## src/rtl/prga_fifo_lookahead_buffer.sv

```systemverilog
// rtl/prga_fifo_lookahead_buffer.sv - turns a non-lookahead FIFO read port into a lookahead port
// Optional sticky misuse/overflow flag: define PRGA_FIFO_LOOKAHEAD_BUFFER_CHECK_EN.
module prga_fifo_lookahead_buffer #(
  parameter int DATA_WIDTH = 32
) (
  input  logic                  clk,
  input  logic                  rst,
  input  logic                  empty_i,
  output logic                  rd_i,
  input  logic [DATA_WIDTH-1:0] dout_i,
  output logic                  empty_o,
  input  logic                  rd_o,
  output logic [DATA_WIDTH-1:0] dout_o
`ifdef PRGA_FIFO_LOOKAHEAD_BUFFER_CHECK_EN
  ,
  output logic                  err
`endif
);

  logic [1:0]            count_q, count_d;
  logic                  inflight_q;
  logic                  head_q, tail_q;
  logic [DATA_WIDTH-1:0] slot_q [2];
  logic                  pop, push;
  logic [2:0]            level;

  always_comb begin
    empty_o = rst || (count_q == 2'd0);
    pop     = rd_o && !empty_o;
    push    = inflight_q;
    // Words already owned (buffered + in flight) once this cycle's pop is taken.
    level   = {1'b0, count_q} + {2'b00, inflight_q} - {2'b00, pop};
    rd_i    = !rst && !empty_i && (level <= 3'd1);
    count_d = count_q + {1'b0, push} - {1'b0, pop};
    dout_o  = rst ? '0 : slot_q[head_q];
  end

  always_ff @(posedge clk) begin
    if (rst) begin
      count_q    <= 2'd0;
      inflight_q <= 1'b0;
      head_q     <= 1'b0;
      tail_q     <= 1'b0;
      slot_q[0]  <= '0;
      slot_q[1]  <= '0;
    end else begin
      inflight_q <= rd_i;
      count_q    <= count_d;
      if (pop) begin
        head_q <= ~head_q;
      end
      if (push) begin
        slot_q[tail_q] <= dout_i;
        tail_q         <= ~tail_q;
      end
    end
  end

`ifdef PRGA_FIFO_LOOKAHEAD_BUFFER_CHECK_EN
  logic err_q;

  always_ff @(posedge clk) begin
    if (rst) begin
      err_q <= 1'b0;
    end else if ((rd_o && empty_o) || (push && (count_q == 2'd2) && !pop)) begin
      err_q <= 1'b1;
    end
  end

  assign err = err_q;
`endif

endmodule
```

## config.mk

```make
export PLATFORM = sky130hd
export DESIGN_NAME = prga_fifo_lookahead_buffer
export DESIGN_NICKNAME = d
export VERILOG_FILES = /design/src/rtl/prga_fifo_lookahead_buffer.sv
export SDC_FILE = /design/constraint.sdc
export NUM_CORES = 1
export LEC_CHECK = 0
export CORE_AREA = 2 2 87 89
export CTS_BUF_LIST = sky130_fd_sc_hd__clkbuf_2 sky130_fd_sc_hd__clkbuf_4 sky130_fd_sc_hd__clkbuf_8
export DETAILED_ROUTE_END_ITERATION = 16
export DIE_AREA = 0 0 89 91
export GPL_ROUTABILITY_DRIVEN = 1
export GPL_TIMING_DRIVEN = 0
export HOLD_SLACK_MARGIN = 0.1
export PLACE_DENSITY_LB_ADDON = 0.25
export SYNTH_ARGS = -nofsm -noshare
export SYNTH_HDL_FRONTEND = slang
export SYNTH_SLANG_ARGS = --single-unit
```

## constraint.sdc

```tcl
create_clock -name clk -period 2.7 [get_ports clk]
set_clock_uncertainty 0.2 [all_clocks]
set_input_delay 0.54 -clock clk [delete_from_list [all_inputs] [get_ports clk]]
set_output_delay 0.54 -clock clk [all_outputs]
set_load 0.02 [all_outputs]
```

==> metrics.txt, run 1 <==
synthesized area per cell=11.8 sq um; Max Slew Vio Count=0; FMAX=331 MHz; post-layout min period=3020 ps; area leader, netlist=edfxtp_1; CTS H-tree lvls=3; sequential area share after synthesis=62.7%; Vias=2,168; clock net sink count=70; PortBufs=68; maximum buffer depth of the clock tree=2; Final ANT Viol Nets=0; status=finished, violations left; synth warn=0; RSZ-0062 raised after global routing=yes; Final Total Pwr=around 3.5 mW; non-filler instance count after layout=459; Post-Syn Nets=~310; core area=0.00714 sq mm; static leakage=1.54 nW; Starting Density=between 40% and 50%; post-DR wirelength/cell=approximately 14 um; share of the synthesized area in the top cell type=59.0%; Worst Slack Setup Final=-323 ps; Residual DRC=0; crit path launch type=input port; Root Buffer=clkbuf_8; Design Area, Final=0.00432 sq mm; failing checks=setup timing; CTS buffer count=9; vias in the first global route=2,259; dpl cells=442; number of max-cap violations=0; period utilization=112%; final hold viol count=0; Final Core Density=approximately three fifths; grt ovf=0; pwr/cell area=809 mW/mm^2; initial antenna violation count=0; DR vias/cell=4.72; P&R area growth vs syn=32.8%; DRT iter0 DRCs=70; Post-CTS Hold Buffers=0; RD Place Congestion=approximately 0.69; synth top area cells=edfxtp_1 (59%), nor2_1 (11%), mux2i_1 (9.8%), nand2b_1 (6.9%), dfxtp_1 (3.7%); ant diodes=0; critical path required time=just under 2000 ps; worst rel slew slack=42.1%; CP Class=in -> out; VDD IR max=about 0.00046 V; Die Footprint=0.00810 sq mm; Fin Hold WS=208 ps; Filler Cells Inserted=646; Layout Nets=about 400; worst slew pin tran=868 ps; largest net degree at the start of global routing=33; Placed Area=just over 0.004 sq mm; first-pass GRT wire length=between 10,000 and 15,000 um; r2r setup slk=550 ps; Clock transition at path regs=around 70 ps; Post-synth ARST share=0%; Final HPWL DP=roughly 4300 um; clk_lat worst skew=approximately 340 ps; WP data arrival=2280 ps; crit path max fanout=19; cells after synthesis=275; die width=between 80 and 90 um; worst min path class=in -> reg; count of cell types in the netlist=20; # setup viols final=1; Post-synth EDFFs=64; Mapped Area=0.00326 sq mm; Synth Flop Type=edfxtp_1; share of layout cells above drive strength 1=around 13%; Total Wirelength=roughly 6400 um; io pins=70; Die Ht=slightly above 90 um; count leader, synth=nor2_1; CTS tree=yes; row count=31; Total GRT Usage=17.1%; Post-synth top cells=nor2_1 (98), edfxtp_1 (64), nand2b_1 (36), mux2i_1 (32), buf_6 (9); DRT Pass-1 Iters=4; Worst setup EP type=output pin; synthesized flop and latch total=70
## state kept, by name (all words and copies together) (netlist names), named ones only
name	count
inflight_q	1
head_q	1
tail_q	1
slot_q	64
count_q	2
## critical path: stages
cell and delay, ps:
buf_12 130, o21bai_4 170, nor2_1 90, ha_1 220
inv_1 50, ha_2 170, fa_2 470, nor4_4 260
buf_4 180
## where the power goes
| group | switching, mW | internal, mW |
|---|---|---|
| logic | 0.581 | 0.531 |
| registers | 0.0618 | 1.41 |
| clock network | 0.381 | 0.535 |
| total | 1.02 | 2.47 |
## kinds of logic (layout without fill, tap and decap cells)
logic type                 count (synthesis)  in the layout  synth area share (%)
AOI/OAI and AO/OA                          3              3                 0.538
xor gates and xnor gates                   1              1                 0.269
adders and majority gates                  3              3                  1.38
buffers and inverters                     24            109                  5.27
DFF                                       70             70                  62.7
muxes                                     34             34                  10.5
and+or+nand+nor                          140            140                  19.3
## repair_timing
action | CTS | global route
buffers inserted | 1 | 1
resized for setup | 11 | 2
pin swaps | 2 | 3
setup endpoints to repair | 1 | 1
## layout make-up
| type | instances | area [sq um] | share of cell area, % |
|---|---|---|---|
| tap | 99 | 124 | 2.87 |
| inverter | 5 | 18.8 | 0.434 |
| clock buffer | 11 | 139 | 3.21 |
| buffer | 18 | 150 | 3.47 |
| sequential | 70 | 2050 | 47.4 |
| multi-input combinational | 181 | 1080 | 24.9 |
| clock inverter | 5 | 73.8 | 1.71 |
| timing repair buffer | 70 | 692 | 16.0 |
## per-stage QoR
stage / worst slack [ps] / TNS (ps)
CTS: -353 / -353
floorplan: -414 / -414
detailed placement: -1040 / -1040
global route: -420 / -420
finish: -323 / -323
global placement: -1030 / -1030
## routing by layer
layer  part of all wire, %  routed length, um  track usage [%]
met1                    40               2580             19.6
met2                    53               3370             29.9
met3                   5.0                316             4.36
met4                   1.7                108             6.72
met5                     0                  0                0
## layout by cell type, fill, tap and decap left out
cell              n
a21oi_1           1
buf_12            1
buf_2             8
buf_4             4
buf_6             7
bufinv_16         2
clkbuf_1          1
clkbuf_4          2
clkbuf_8          9
clkdlybuf4s50_1  66
clkinv_1          1
clkinv_2          2
dfxtp_1           4
dfxtp_2           1
dfxtp_4           1
dlygate4sd2_1     1
edfxtp_1         64
fa_2              1
ha_1              1
ha_2              1
inv_1             5
mux2_2            2
mux2i_1          32
nand2_1           1
nand2b_1         34
nand2b_2          2
nor2_1           98
nor2b_1           3
nor4_1            1
nor4_4            1
o21ai_1           1
o21bai_4          1
xnor2_1           1
## worst paths after layout
check | from | cells past startpoint | to
max reg2reg | count_q[0] | 8 | inflight_q
min reg2reg | tail_q | 2 | tail_q
min | rst | 2 | count_q[1]
max | rst | 9 | rd_i
Power figures use the tool's default switching activity.
==> inputs of run 2 (changes only) <==
--- a/config.mk
+++ b/config.mk
@@ -5,10 +5,10 @@
 export SDC_FILE = /design/constraint.sdc
 export NUM_CORES = 1
 export LEC_CHECK = 0
-export CORE_AREA = 2 2 87 89
+export CORE_AREA = 2 2 83 85
 export CTS_BUF_LIST = sky130_fd_sc_hd__clkbuf_2 sky130_fd_sc_hd__clkbuf_4 sky130_fd_sc_hd__clkbuf_8
 export DETAILED_ROUTE_END_ITERATION = 16
-export DIE_AREA = 0 0 89 91
+export DIE_AREA = 0 0 85 87
 export GPL_ROUTABILITY_DRIVEN = 1
 export GPL_TIMING_DRIVEN = 0
 export HOLD_SLACK_MARGIN = 0.1
==> constraint.sdc (replaced) <==
create_clock -name clk -period 3.4 [get_ports clk]
set_clock_uncertainty 0.2 [all_clocks]
set_input_delay 0.68 -clock clk [delete_from_list [all_inputs] [get_ports clk]]
set_output_delay 0.68 -clock clk [all_outputs]
set_load 0.02 [all_outputs]
==> metrics.txt, run 2 (synthesized netlist as in run 1, its figures left out) <==
Vias=2,185; slowest CP cell=fa_2; Total GRT Usage=17.6%; Final HPWL DP=about 4100 um; crit path cell chain=buf_12 > o21bai_4 > nor2_1 > ha_1 > inv_1 > ha_2 > fa_2 > xnor2_2 > nor4_4 > buf_4; number of flip-flops in the largest register=64; Worst setup EP type=output pin; R2R Path End=inflight_q; DRT iter0 DRCs=104; crit path launch type=input port; commonest non-fill, non-tap cells in the layout=nor2_1 (98), clkdlybuf4s50_1 (66), edfxtp_1 (64); P&R area growth vs syn=33.8%; period utilization=slightly below 100%; Total Wirelength=slightly above 6000 um; CP Class=in -> out; reg2reg path depth=8; hold path start=tail_q; worst slew pin tran=~850 ps; hold path cells=2; post-DR wirelength/cell=14.0 um; largest net degree at the start of global routing=33; most common cell after layout, fill and taps aside=nor2_1; Die Ht=a little under 90 um; critical path required time=2520 ps; pwr/cell area=652 mW/mm^2; Die Footprint=about 0.0074 sq mm; worst min path class=reg -> reg; CTS H-tree lvls=3; ant diodes=0; post-route setup TNS=0 ps; VDD IR max=0.000308 V; Root Buffer=clkbuf_8; Final ANT Viol Nets=0; Largest stage delay, worst path=370 ps; hold path endpoint=tail_q; Largest Register=slot_q; grt ovf=0; dpl cells=423; initial antenna violation count=0; clock net sink count=70; Clock transition at path regs=70 ps; Max Slew Vio Count=0; first-pass GRT wire length=9730 um; RD Place Congestion=0.727; # setup viols final=0; CTS buffer count=9; DRT Pass-1 Iters=4; status=completed; clk_lat worst skew=around 340 ps; io pins=70; crit path max fanout=11; worst rel slew slack=between 40 and 50%; non-filler instance count after layout=444; r2r setup slk=1140 ps; static leakage=roughly 1.6 nW; PortBufs=68; Starting Density=about half; share of layout cells above drive strength 1=13.2%; CTS tree=yes; WP data arrival=2420 ps; Top Registers=slot_q x64, count_q x2; die width=85 um; post-layout min period=3300 ps; Residual DRC=0; final hold viol count=0; number of max-cap violations=0; reg2reg start=count_q[1]; maximum buffer depth of the clock tree=2; core area=0.00657 sq mm; FMAX=303 MHz; Layout Nets=398; row count=30; DR vias/cell=around 4.9; vias in the first global route=2,121
run 2: cell types whose count changed in the layout (fill, tap and decap cells not counted), sizes merged:
cell,previous run,this run
clkdlybuf4s15,0,1
buf,20,24
bufinv,2,3
dlygate4sd2,1,0
clkbuf,12,10
clkinv,3,4
run 2: what timing repair did:
action,4_1_cts,5_1_grt
hold buffers,0,0
endpoints found under the setup margin,1,1
pin swaps,3,4
setup buffers,1,5
resized for setup,8,4
run 2: layout make-up:
class	instances	area, sq um
Timing Repair Buffer	74	723
Fill cell	498	2210
Inverter	5	18.8
Clock buffer	9	124
Tap cell	80	100
Multi-Input combinational cell	181	1090
Buffer	18	150
Clock inverter	7	113
Sequential cell	70	2040
run 2: power by group:
group          internal, mW  switching (mW)  total (mW)
sequential             1.11          0.0537        1.17
clock                 0.483           0.306       0.789
combinational         0.426           0.458       0.884
run 2: worst max path at each step:
stage	startpoint	endpoint	depth (start not counted)
final	rst	rd_i	10
after CTS	rst	rd_i	9
after global routing	count_q[1]	rd_i	9
after floorplan	rst	rd_i	9
after global placement	rd_o	rd_i	9
after detailed placement	rd_o	rd_i	9
run 2: critical path, delay by kind of cell:
family / cells / cell delay, ps
buffers and inverters: 3 / 310
AO/OA/AOI/OAI: 1 / 110
AND/OR/NAND/NOR: 2 / 330
adder cells (fa/ha/maj): 3 / 810
XOR/XNOR: 1 / 170
run 2: routing by layer:
metal	GRT usage [%]	routed length, um	vias up
met5	0	0	-
met4	10.2	120	0
met3	3.41	275	8
met2	30.3	3250	60
met1	20.6	2550	1029
li1	-	-	1088
run 2: through the flow:
step           util, %  total power, mW  cell area [sq um]  setup WS, ps  hold WS (ps)
2_1_floorplan        -             1.74               3280          5.62           256
3_3_place_gp      61.8             2.03               4060          -628           265
3_5_place_dp      61.9             2.05               4070          -623           274
4_1_cts           65.5             2.85               4300          26.9           286
5_1_grt           66.3             2.98               4360         -18.7           297
6_report          66.3             2.84               4360           103           281
